$ cat src/rtl/rob_commit_reader_if.sv
// Commit handshake between the ROB read side and the architectural commit stage.
// Payload and index hold stable while commit_valid is high and commit_ready is low.
interface rob_commit_reader_if #(
  parameter int DEPTH  = 8,
  parameter int LENGTH = 33
);
  localparam int IW = $clog2(DEPTH);

  logic              commit_valid;
  logic              commit_ready;
  logic [LENGTH-2:0] commit_data;
  logic [IW-1:0]     commit_index;

  modport master (
    output commit_valid,
    output commit_data,
    output commit_index,
    input  commit_ready
  );

  modport slave (
    input  commit_valid,
    input  commit_data,
    input  commit_index,
    output commit_ready
  );
endinterface

$ cat src/rtl/rob_commit_reader.sv
// In-order retire side of the reorder-buffer bank: offers the head entry once its
// done bit is set, advances head on commit and pulses a clear for the retired entry.
//
// state | meaning
// IDLE  | nothing offered; waiting for a done entry at head
// OFFER | head entry registered and presented with commit_valid high
module rob_commit_reader #(
  parameter int DEPTH  = 8,
  parameter int LENGTH = 33
) (
  input  logic                       clk,
  input  logic                       reset,
  input  logic [DEPTH*LENGTH-1:0]    entries_q,
  input  logic                       alloc,
  input  logic                       flush,
  rob_commit_reader_if.master        commit,
  output logic                       clear_en,
  output logic [$clog2(DEPTH)-1:0]   clear_index,
  output logic [$clog2(DEPTH+1)-1:0] count,
  output logic                       full,
  output logic                       empty,
  output logic                       overflow
);
  localparam int IW = $clog2(DEPTH);
  localparam int CW = $clog2(DEPTH+1);
  localparam logic [CW-1:0] COUNT_MAX = CW'(DEPTH);
  localparam logic [CW-1:0] COUNT_ONE = CW'(1);

  typedef enum logic {IDLE, OFFER} state_t;

  state_t            state_q, state_d;
  logic [IW-1:0]     head_q, head_d, head_nxt;
  logic [IW-1:0]     index_q, index_d;
  logic [IW-1:0]     clear_index_q, clear_index_d;
  logic [CW-1:0]     count_q, count_d;
  logic [LENGTH-2:0] data_q, data_d;
  logic              clear_en_q, clear_en_d;
  logic              overflow_q, overflow_d;
  logic [LENGTH-1:0] entry [DEPTH];
  logic [LENGTH-1:0] head_entry, next_entry;
  logic              do_commit, do_alloc;

  for (genvar i = 0; i < DEPTH; i++) begin : g_entry
    assign entry[i] = entries_q[i*LENGTH +: LENGTH];
  end

  // Only the head and the entry after it are ever inspected.
  assign head_nxt   = head_q + IW'(1);
  assign head_entry = entry[head_q];
  assign next_entry = entry[head_nxt];

  assign full  = (count_q == COUNT_MAX);
  assign empty = (count_q == '0);

  assign do_commit = (state_q == OFFER) && commit.commit_ready;
  // A commit in the same cycle frees the slot a full-bank alloc needs.
  assign do_alloc  = alloc && (!full || do_commit);

  always_comb begin
    state_d       = state_q;
    head_d        = head_q;
    count_d       = count_q;
    data_d        = data_q;
    index_d       = index_q;
    clear_en_d    = 1'b0;
    clear_index_d = clear_index_q;
    overflow_d    = overflow_q;

    if (flush) begin
      // Squash voids any same-cycle handshake and drops any alloc.
      state_d = IDLE;
      head_d  = '0;
      count_d = '0;
    end else begin
      case (state_q)
        IDLE: begin
          if (count_q != '0 && head_entry[LENGTH-1]) begin
            data_d  = head_entry[LENGTH-2:0];
            index_d = head_q;
            state_d = OFFER;
          end
        end
        OFFER: begin
          if (commit.commit_ready) begin
            head_d        = head_nxt;
            clear_en_d    = 1'b1;
            clear_index_d = index_q;
            if (count_q != COUNT_ONE && next_entry[LENGTH-1]) begin
              data_d  = next_entry[LENGTH-2:0];
              index_d = head_nxt;
            end else begin
              state_d = IDLE;
            end
          end
        end
        default: state_d = IDLE;
      endcase

      case ({do_alloc, do_commit})
        2'b10:   count_d = count_q + COUNT_ONE;
        2'b01:   count_d = count_q - COUNT_ONE;
        default: count_d = count_q;
      endcase

      if (alloc && full && !do_commit) begin
        overflow_d = 1'b1;
      end
    end
  end

  always_ff @(posedge clk or negedge reset) begin
    if (!reset) begin
      state_q       <= IDLE;
      head_q        <= '0;
      count_q       <= '0;
      data_q        <= '0;
      index_q       <= '0;
      clear_en_q    <= 1'b0;
      clear_index_q <= '0;
      overflow_q    <= 1'b0;
    end else begin
      state_q       <= state_d;
      head_q        <= head_d;
      count_q       <= count_d;
      data_q        <= data_d;
      index_q       <= index_d;
      clear_en_q    <= clear_en_d;
      clear_index_q <= clear_index_d;
      overflow_q    <= overflow_d;
    end
  end

  assign commit.commit_valid = (state_q == OFFER);
  assign commit.commit_data  = data_q;
  assign commit.commit_index = index_q;
  assign clear_en            = clear_en_q;
  assign clear_index         = clear_index_q;
  assign count               = count_q;
  assign overflow            = overflow_q;
endmodule

$ cat src/flat_wrapper.sv
// flat-port wrapper written by rule: the top's interface ports become plain ports
module rob_commit_reader_flat 
#(
  parameter int DEPTH  = 8,
  parameter int LENGTH = 33
)
  (clk, reset, entries_q, alloc, flush, clear_en, clear_index, count, full, empty, overflow, commit_commit_valid, commit_commit_data, commit_commit_index, commit_commit_ready);
  rob_commit_reader_if #(.DEPTH(DEPTH), .LENGTH(LENGTH)) commit_i ();
  input  logic clk;
  input  logic reset;
  input  logic [DEPTH*LENGTH-1:0] entries_q;
  input  logic alloc;
  input  logic flush;
  output logic clear_en;
  output logic [$clog2(DEPTH)-1:0] clear_index;
  output logic [$clog2(DEPTH+1)-1:0] count;
  output logic full;
  output logic empty;
  output logic overflow;
  output wire logic [$bits(commit_i.commit_valid)-1:0] commit_commit_valid;
  output wire logic [$bits(commit_i.commit_data)-1:0] commit_commit_data;
  output wire logic [$bits(commit_i.commit_index)-1:0] commit_commit_index;
  input wire logic [$bits(commit_i.commit_ready)-1:0] commit_commit_ready;
  assign commit_commit_valid = commit_i.commit_valid;
  assign commit_commit_data = commit_i.commit_data;
  assign commit_commit_index = commit_i.commit_index;
  assign commit_i.commit_ready = commit_commit_ready;
  rob_commit_reader #(.DEPTH(DEPTH), .LENGTH(LENGTH)) u_core (.clk(clk), .reset(reset), .entries_q(entries_q), .alloc(alloc), .flush(flush), .commit(commit_i), .clear_en(clear_en), .clear_index(clear_index), .count(count), .full(full), .empty(empty), .overflow(overflow));
endmodule
$ cat config.mk
export PLATFORM = sky130hd
export DESIGN_NAME = rob_commit_reader_flat
export DESIGN_NICKNAME = d
export VERILOG_FILES = /design/src/rtl/rob_commit_reader_if.sv /design/src/rtl/rob_commit_reader.sv /design/src/flat_wrapper.sv
export SDC_FILE = /design/constraint.sdc
export NUM_CORES = 1
export LEC_CHECK = 0
export CAP_MARGIN = 5
export CORE_AREA = 2 2 127 129
export DETAILED_ROUTE_END_ITERATION = 8
export DIE_AREA = 0 0 129 131
export PLACE_DENSITY = 0.79
export SLEW_MARGIN = 0
export SYNTH_ARGS = -nofsm -noshare
export SYNTH_HDL_FRONTEND = slang
export SYNTH_SLANG_ARGS = --single-unit
export TNS_END_PERCENT = 10
$ cat constraint.sdc
create_clock -name clk -period 4.4 [get_ports clk]
set_input_delay 1.32 -clock clk [delete_from_list [all_inputs] [get_ports clk]]
set_output_delay 1.32 -clock clk [all_outputs]
set_load 0.1 [all_outputs]
# Yosys cells after proc, flatten, opt, wreduce, memory -nomap -nowiden
# Cells that the tools add are included.
# classes
n_div	0
n_shift	0
n_lt_le_gt_ge	2
n_reduce_logical	18
multipliers	0
eq_ne	7
mux	27
bitwise_logic	4
n_addsub	3
# op_table
op	n
binary-select mux 33 bit (select 3 bit)	2
2-to-1 mux 33 bit	4
2-to-1 mux 32 bit	3
case mux 32 bit (2 select lines)	1
2-to-1 mux 3 bit	6
>= comparator 4 bit (second input constant)	2
NOT 3 -> 4 bit	2
case mux 4 bit (2 select lines)	1
2-to-1 mux 1 bit	7
logical AND 1 bit	6
case mux 3 bit (2 select lines)	1
adder 4 x 1 -> 4 bit (second input constant)	1
== test 4 bit (second input constant)	1
zero test 4 bit	1
2-to-1 mux 4 bit	1
!= test 2 bit (second input constant)	2
!= test 4 x 1 -> 1 bit (second input constant)	1
AND reduction 2 bit	2
AND reduction 4 bit	1
nonzero test 2 bit	2
nonzero test 4 bit	1
subtractor 4 x 1 -> 4 bit (second input constant)	1
adder 3 x 1 -> 3 bit (second input constant)	1
AND reduction 3 bit	1
8 further kinds	10
# word_totals
latchBits	0
mem_bits_rw	0
wordCells	69
ff_bits	48
inputBits	269
n_memories	0
romBits	0
output_inout_bits	47

# Logic depth before layout (Yosys ltp)
# depth
word_depth	10
ltp_mapped	8
mapped_depth_nobuf	7

# Worst setup path before layout
# Ideal clock, no wire load.
# synth_timing
kind	flip-flop to output port
start	register u_core.count_q[1] (netlist: u_core.count[1])
end	output port empty
path_stages_with_launch	4
arrival_time_ns	3.439
t_required_ns	3.080
path_slack_ns	-0.359
n_path_buf	0
cell_sequence	dfrtp_1 -> inv_1 -> ha_1 -> nor3b_1
# synth_via
elab_chain_len	1
# synth_rtl
element	line_no	text
start, declared	rob_commit_reader.sv:35	logic [CW-1:0] count_q, count_d;
start signal, assigned	rob_commit_reader.sv:124	count_q <= count_d;
zero test 4 bit	rob_commit_reader.sv:53	assign empty = (count_q == '0);
end, declared	flat_wrapper.sv:18	output logic empty;
# No other way between the ends.

# Worst setup path after layout
# layout_timing
start	register u_core.count_q[2] (netlist: u_core.count[2])
end	output port count[2]
# layout_rtl
element	line_no	text
end, declared	flat_wrapper.sv:16	output logic [$clog2(DEPTH+1)-1:0] count;
# No word-level cell between the ends.

==> run_results.csv <==
group,metric,value,unit
status,status,"finished clean",
drt,vias,5694,
setup_path,worstPathMaxFanout,9,
pwr,finalPower,4.26,mW
pwr,pwr-share-clk,0.090,
final_layout,fill_cells,1226,
setup_path,cp_slowest_cell,"clkdlybuf4s50_1",
synth,syn_nets,703,
clocking,cts_tree,"yes",
setup_path,required,3080,ps
die,ioPinCount,316,
pwr,power_frac_seq,0.175,
setup_path,worst_path_dominant_cell_family,"buffers and inverters",
synth,avgSynthCellArea,13.8,sq um
pwr,power.density,455,nW/um^2
die,die_area,16900,sq um
global_routing,overflow,0,
clocking,cts_made_buffers,5,
clocking,clock_sinks,48,
drt,drtIter0Drc,346,
setup_path,end_kind,"output port",
place,io_buffer_count,315,
setup_path,crit_buf_inv,1,
clocking,post-cts-setup-buffers,0,
synth,seq_area_frac_synth,0.202,
clocking,cts.clk_slew.worst_paths,70,ps
min_path,hold_class,"reg -> reg",
timing,fin_setup_tns,0,ps
global_routing,grt_max_degree,70,
place,globalplace.congestion,0.843,
die,core,15600,sq um
job,cap_viol_max_count,0,
pwr,power_leakage,3.22,nW
place,place_hpwl,16900,microns
pwr,comb_power_share,0.735,
global_routing,grt_pass1_wl,33000,microns
final_layout,final_cells,928,
synth,synth.distinct_cells,36,
final_layout,fin_nets,983,
timing,period_share,0.752,
final_layout,layout_commonest_cell,"clkdlybuf4s50_1",
drt,wl,21800,microns
final_layout,synthToLayoutAreaGrowth,57.3,%
place,place_inst,919,
timing,hold_viol,0,
timing,clock_skew,6.91,ps
synth,synthCells,430,
timing,period_needed,3310,ps
clocking,htreeDepth,2,
synth,ys_warn_count,0,
clocking,hold_buffers,0,
global_routing,grt_pass1_vias,6166,
setup_path,arrival,1990,ps
pwr,switchingPower,2.28,mW
drt,postRouteAntennaNets,0,
setup_path,slowest_delay,1190,ps
timing,max_slew.worst_pin.slew,1160,ps
die,die_y,131,microns
setup_path,critPathLaunchType,"register",
pwr,irDropWorstVdd,0.274,mV
synth,async_flop_share,1.00,
timing,setup_ws,1090,ps
timing,max_freq,0.302,GHz
synth,synth_ff_type,"dfrtp_1",
clocking,clk_latency,290,ps
clocking,ctsResizeCount,0,
synth,ys_ff_latch,48,
final_layout,layout_common_cells,"311 x clkdlybuf4s50_1, 131 x mux4_2, 60 x a22oi_1",
timing,rsz0062_at_grt,"no",
setup_path,worstPathCellList,"clkdlybuf4s50_1",
setup_path,crit_type,"reg -> out",
die,start_util,0.382,
clocking,root_buffer,"clkbuf_16",
pwr,switching_share,0.535,
synth,synth_edf_count,0,
drt,firstDrtPassIters,5,
clocking,clockBufferDepth,2,
final_layout,drive_gt1_frac,0.269,
place,pre_cts_slack,822,ps
drt,route.detailed.drc,0,
timing,setup_viol,0,
timing,final_max_slew_viol_count,0,
synth,syn_area,5950,sq um
pwr,p_int,1.98,mW
die,die_w,129,microns
global_routing,grt_usage,0.256,
drt,via_per_inst,6.14,
drt,wl_per_cell,23.5,microns
timing,relSlewSlack,0.229,
global_routing,antenna_found_initial,1,
die,rows,46,
## cell type report
type | count | area [sq um] | share of cell area
multi-input combinational | 327 | 4520 | 0.482
timing repair buffer | 324 | 3210 | 0.343
sequential | 48 | 1210 | 0.129
clock inverter | 2 | 12.5 | 0.00134
antenna | 1 | 2.50 | 0.000267
clock buffer | 6 | 129 | 0.0138
inverter | 4 | 15.0 | 0.00160
tap | 216 | 270 | 0.0289
## cells in the mapped netlist, types with 4 or more instances
master / n / share of area
inv_1: 4 / 0.0025
ha_1: 4 / 0.0084
mux2_4: 20 / 0.050
mux4_2: 131 / 0.50
clkbuf_1: 21 / 0.013
buf_2: 22 / 0.019
a211oi_1: 4 / 0.0050
mux2i_1: 8 / 0.013
nand3_1: 5 / 0.0042
o21ai_0: 5 / 0.0042
mux2_1: 8 / 0.015
a22oi_1: 60 / 0.076
mux2_2: 11 / 0.021
dfrtp_1: 48 / 0.20
nor2_1: 13 / 0.0082
nand2_1: 35 / 0.022
## state kept, by name (all words and copies together), names as in the netlist
name and flops:
u_core.commit.commit_index 3, u_core.commit.commit_valid 1, u_core.clear_index 3, u_core.overflow 1
u_core.head_q 3, u_core.count 4, u_core.clear_en 1, u_core.commit.commit_data 32
## through the flow
step | hold slack [ps] | util | cell area, sq um
final | 469 | 0.600 | 9360
after global routing | 495 | 0.600 | 9360
after CTS | 477 | 0.600 | 9360
after detailed placement | 459 | 0.591 | 9220
after global placement | 455 | 0.591 | 9220
after floorplan | 700 | - | 5960
## power by group through the flow
stage | Combinational [mW] | Sequential [mW] | Clock (mW)
detailed placement | 3.14 | 0.750 | 0
global placement | 3.08 | 0.744 | 0
floorplan | 1.02 | 2.00 | 0
global route | 3.26 | 0.766 | 0.414
CTS | 3.14 | 0.747 | 0.395
finish | 3.13 | 0.745 | 0.384
## worst paths after layout
| kind | from | to | slack [ps] | cells past startpoint |
|---|---|---|---|---|
| max in group asynchronous | reset | u_core.head_q[0] | 2300 | 1 |
| min in group asynchronous | reset | u_core.commit.commit_data[3] | 1260 | 1 |
| min reg2reg | u_core.overflow | u_core.overflow | 470 | 1 |
| max reg2reg | u_core.head_q[0] | u_core.commit.commit_data[26] | 1290 | 7 |
| max | u_core.count[2] | count[2] | 1090 | 1 |
| min | u_core.overflow | u_core.overflow | 470 | 1 |
## per-layer routing
metal	global-route usage	wire length, microns
met1	0.297	7900
met2	0.435	10900
met4	0.136	1090
met5	0	0
met3	0.0684	1930
## cells by family after synthesis
family                   Yosys count  share of synthesized area
flip-flops                        48                      0.202
AO/OA/AOI/OAI                     77                     0.0963
AND/OR/NAND/NOR                   62                     0.0446
adder cells (fa/ha/maj)            4                    0.00841
buffers and inverters             55                     0.0444
multiplexers                     178                      0.596
XOR/XNOR                           6                    0.00883
No activity file was read; power rests on OpenSTA's default activity.
